### src/rtl/hack_mem_arbiter.sv
// Arbitrates one single-port data memory between a CPU port (A) and a DMA/screen port (B).
// A has fixed priority, B wins after MAX_WAIT denied cycles, and A can lock the memory for RMW.
module hack_mem_arbiter #(
   parameter int AW       = 14,
   parameter int DW       = 16,
   parameter int MAX_WAIT = 4
) (
   input  logic          clk,
   input  logic          rst_n,
   input  logic          a_req,
   input  logic          a_we,
   input  logic          a_lock,
   input  logic [AW-1:0] a_addr,
   input  logic [DW-1:0] a_wdata,
   output logic          a_gnt,
   output logic          a_rvalid,
   output logic [DW-1:0] a_rdata,
   input  logic          b_req,
   input  logic          b_we,
   input  logic [AW-1:0] b_addr,
   input  logic [DW-1:0] b_wdata,
   output logic          b_gnt,
   output logic          b_rvalid,
   output logic [DW-1:0] b_rdata,
   output logic [AW-1:0] mem_address,
   output logic [DW-1:0] mem_in,
   output logic          mem_load,
   input  logic [DW-1:0] mem_out
);

   localparam int WW = $clog2(MAX_WAIT + 1);
   localparam logic [WW-1:0] WAIT_MAX = WW'(MAX_WAIT);

   typedef enum logic {IDLE, A_LOCKED} state_t;

   state_t        state;
   state_t        state_nxt;
   logic [WW-1:0] wait_cnt;

   // Grants are gated by rst_n so nothing reaches the memory while reset is held.
   always_comb begin
      a_gnt     = 1'b0;
      b_gnt     = 1'b0;
      state_nxt = state;
      if (rst_n) begin
         if (state == A_LOCKED) begin
            a_gnt = a_req;
            if (!(a_req && a_lock)) state_nxt = IDLE;
         end else begin
            if (b_req && (wait_cnt == WAIT_MAX)) begin
               b_gnt = 1'b1;
            end else begin
               a_gnt = a_req;
               b_gnt = b_req && !a_req;
            end
            if (a_gnt && a_lock) state_nxt = A_LOCKED;
         end
      end
   end

   always_comb begin
      mem_address = '0;
      mem_in      = '0;
      mem_load    = 1'b0;
      if (a_gnt) begin
         mem_address = a_addr;
         mem_in      = a_wdata;
         mem_load    = a_we;
      end else if (b_gnt) begin
         mem_address = b_addr;
         mem_in      = b_wdata;
         mem_load    = b_we;
      end
   end

   always_ff @(posedge clk or negedge rst_n) begin
      if (!rst_n) begin
         state    <= IDLE;
         wait_cnt <= '0;
      end else begin
         state <= state_nxt;
         if (b_gnt || !b_req) wait_cnt <= '0;
         else if (wait_cnt != WAIT_MAX) wait_cnt <= wait_cnt + 1'b1;
      end
   end

   always_ff @(posedge clk or negedge rst_n) begin
      if (!rst_n) begin
         a_rvalid <= 1'b0;
         a_rdata  <= '0;
         b_rvalid <= 1'b0;
         b_rdata  <= '0;
      end else begin
         a_rvalid <= a_gnt && !a_we;
         b_rvalid <= b_gnt && !b_we;
         if (a_gnt && !a_we) a_rdata <= mem_out;
         if (b_gnt && !b_we) b_rdata <= mem_out;
      end
   end

endmodule
### config.mk
export PLATFORM = sky130hd
export DESIGN_NAME = hack_mem_arbiter
export DESIGN_NICKNAME = d
export VERILOG_FILES = /design/src/rtl/hack_mem_arbiter.sv
export SDC_FILE = /design/constraint.sdc
export NUM_CORES = 1
export LEC_CHECK = 0
export ABC_AREA = 1
export ABC_CLOCK_PERIOD_IN_PS = 1440
export CAP_MARGIN = 20
export CORE_MARGIN = 2
export CORE_UTILIZATION = 32
export CTS_BUF_LIST = sky130_fd_sc_hd__clkbuf_8
export CTS_CLUSTER_SIZE = 8
export DETAILED_ROUTE_END_ITERATION = 10
export HOLD_SLACK_MARGIN = 0.05
export PLACE_DENSITY = 0.79
export SETUP_SLACK_MARGIN = 0.4
export SLEW_MARGIN = 20
export SYNTH_ARGS = -nofsm -noshare
export SYNTH_HDL_FRONTEND = slang
export SYNTH_SLANG_ARGS = --single-unit
### constraint.sdc
create_clock -name clk -period 1.44 [get_ports clk]
set_input_delay 0.288 -clock clk [delete_from_list [all_inputs] [get_ports clk]]
set_output_delay 0.288 -clock clk [all_outputs]
set_load 0.03 [all_outputs]
==> reports/metrics.cfg <==
[outcome]
status = complete, but fails checks
violations = negative setup slack

[grt]
grtUsageTotal = 0.259
grt_pass1_vias = 2670
grt_start_max_net_pins = 39
grt-ovfl-total = 0
grt_pass1_wl_mm = 14.2
antenna_found_initial = 1

[finish]
final_cell_mix = nand2_1 (89), clkdlybuf4s50_1 (81), buf_6 (71)
utilization = 0.775
drive_gt1_frac = 0.491
syn_to_final_growth_pct = 131
final_nets = 548
layout_commonest_cell = nand2_1

[clocking]
clockBufferDepth = 2
cts_root_buffer = clkbuf_8
cts.sinks = 38
clk_latency_ns = 0.29
clk_pin_slew_ns = 0.08
cts_tree = built
numCtsBuffers = 5
cts_max_level = 2

[synthesis]
synth_top_area_cell = dfrtp_1
synthTopCellsByArea = dfrtp_1 (47%), nand2_1 (33%), nand4_1 (5.9%), buf_6 (2.8%), ha_1 (1.2%)
synth_top_area_share = 0.470
synth_seq_area_share = 0.470
synthDistinctLibCells = 21
syn_area_sq_um = 2020
syn-num-nets = 360
yosys_warnings = 0
syn_area_per_cell_sq_um = 7.35
synth-seq-cells = 38
syn-instance-count = 275

[pwr]
p_leak_nw = 2.32
power_mw = 4.37
peakVddDrop_uv = 966
power_density_nw_per_um2 = 937

[sta]
fin_crit_ns = 2.05
hold_viol = 0
clock_skew_ns = 0.00833
setup_viol = 69
tightest_slew_ns = 0.485
rsz0062_at_grt = yes
final_max_slew_viol_count = 0
fmax_mhz = 489
fin_ws_ns = -0.606
fin_crit_sh = 1.42
slew_headroom = 0.677

[place]
portBuffers = 149
place_hpwl_mm = 5.93
place.gp.congestion = 0.846

[floorplanning]
die_x_microns = 83.5
core_sq_um = 6030
die-area_sq_um = 6970
placementRows = 28
start_util = 0.336
die_y_microns = 83.5
ios = 150

[job]
cap_violations = 0

[critical_path]
timing.critical_path.from_type = register
r2r_slack_ns = -0.23
critPathArrivalTime_ns = 1.76
cp-end-kind = output pin
r2r-start = wait_cnt[0]
criticalPathCategory = reg2out
crit_fanout = 32
reg2reg_depth = 12
rr_endpoint = b_rdata[4]
required_ns = 1.15

[detailed_routing]
viasPerCell = 4.85
wl_per_cell_microns = 17.9
drt_first_pass_iters = 4
drc = 0
final_antenna_net_count = 0
vias = 2617
routed_wl_mm = 9.68
drt-initial-drc-count = 154

[worst_hold_path]
hp-class = in2async

worst max-delay path: stages (launching register included):
cell	delay (ns)
dfrtp_1	0.40
inv_2	0.08
ha_4	0.15
nand2_4	0.08
nor2_4	0.14
nand2_4	0.10
nand2_8	0.10
inv_16	0.08
nand2_1	0.13
nand2_4	0.05
buf_6	0.13
through the flow:
| stage | cells | hold slack [ns] | setup TNS [ns] | setup slack, ns | cell area [sq um] |
|---|---|---|---|---|---|
| 6_report | 540 | 0.103 | -23.84 | -0.606 | 4670 |
| 5_1_grt | 540 | 0.134 | -29.09 | -0.681 | 4670 |
| 3_3_place_gp | 505 | 0.204 | -24.81 | -0.562 | 3860 |
| 2_1_floorplan | 275 | -0.00759 | -6.05 | -0.203 | 2330 |
| 3_5_place_dp | 505 | 0.218 | -25.83 | -0.585 | 3860 |
| 4_1_cts | 532 | 0.103 | -19.76 | -0.508 | 4510 |
Yosys cell counts (all sizes together):
cell type	number
ha	2
clkinv	1
a21oi	1
clkbuf	1
inv	10
buf	11
dfrtp	38
nand3	5
o21ai	1
nand4	19
nand2	182
xnor2	1
nor2	3
power breakdown:
group / internal [mW] / switching [mW]
clock network: 0.384 / 0.365
registers: 1.27 / 0.164
logic: 1.03 / 1.16
worst max path at each step:
stage                           start  slack (ns)              end
final                     wait_cnt[0]       -0.61        mem_in[8]
after global routing      wait_cnt[0]       -0.68        mem_in[8]
after CTS                 wait_cnt[0]       -0.51       mem_in[15]
after detailed placement        b_req       -0.59        mem_in[3]
after global placement          b_req       -0.56  mem_address[12]
after floorplan           wait_cnt[0]       -0.20  mem_address[10]
layout make-up:
| class | instances | area [sq um] |
|---|---|---|
| tap | 75 | 93.8 |
| multi-input combinational | 216 | 1480 |
| sequential | 38 | 951 |
| antenna | 1 | 2.50 |
| clock inverter | 2 | 12.5 |
| clock buffer | 6 | 82.6 |
| timing repair buffer | 188 | 1930 |
| inverter | 11 | 70.1 |
| timing repair inverter | 3 | 52.6 |
| fill | 373 | 1360 |
layer usage:
layer / track usage / vias up / wire length [microns]
li1: - / 1240 / -
met2: 0.454 / 109 / 5210
met3: 0.0495 / 34 / 476
met4: 0.128 / 0 / 439
met1: 0.302 / 1234 / 3550
met5: 0 / - / 0
kinds of logic (layout without fill, tap and decap cells):
group,Yosys count,after routing,share of synthesized area
and+or+nand+nor,209,211,0.439
xor gates and xnor gates,1,1,0.00433
buffers and inverters,23,210,0.0687
other,0,1,0
adders and majority gates,2,2,0.0124
AOI/OAI and AO/OA,2,2,0.00495
DFF,38,38,0.470
registers in the layout, indices dropped and copies added, names as in the netlist:
signal	count
a_rdata	16
a_rvalid	1
b_rdata	16
b_rvalid	1
wait_cnt	3
state	1
timing repair:
action | in CTS | in global routing
cloned | 4 | 1
endpoints found under the hold margin | 1 | 0
hold buffers | 1 | 0
pin swaps | 9 | 1
endpoints found under the setup margin | 105 | 105
resized for setup | 338 | 29
buffers inserted | 14 | 6
Note: power is estimated with default switching activity, not from simulation.
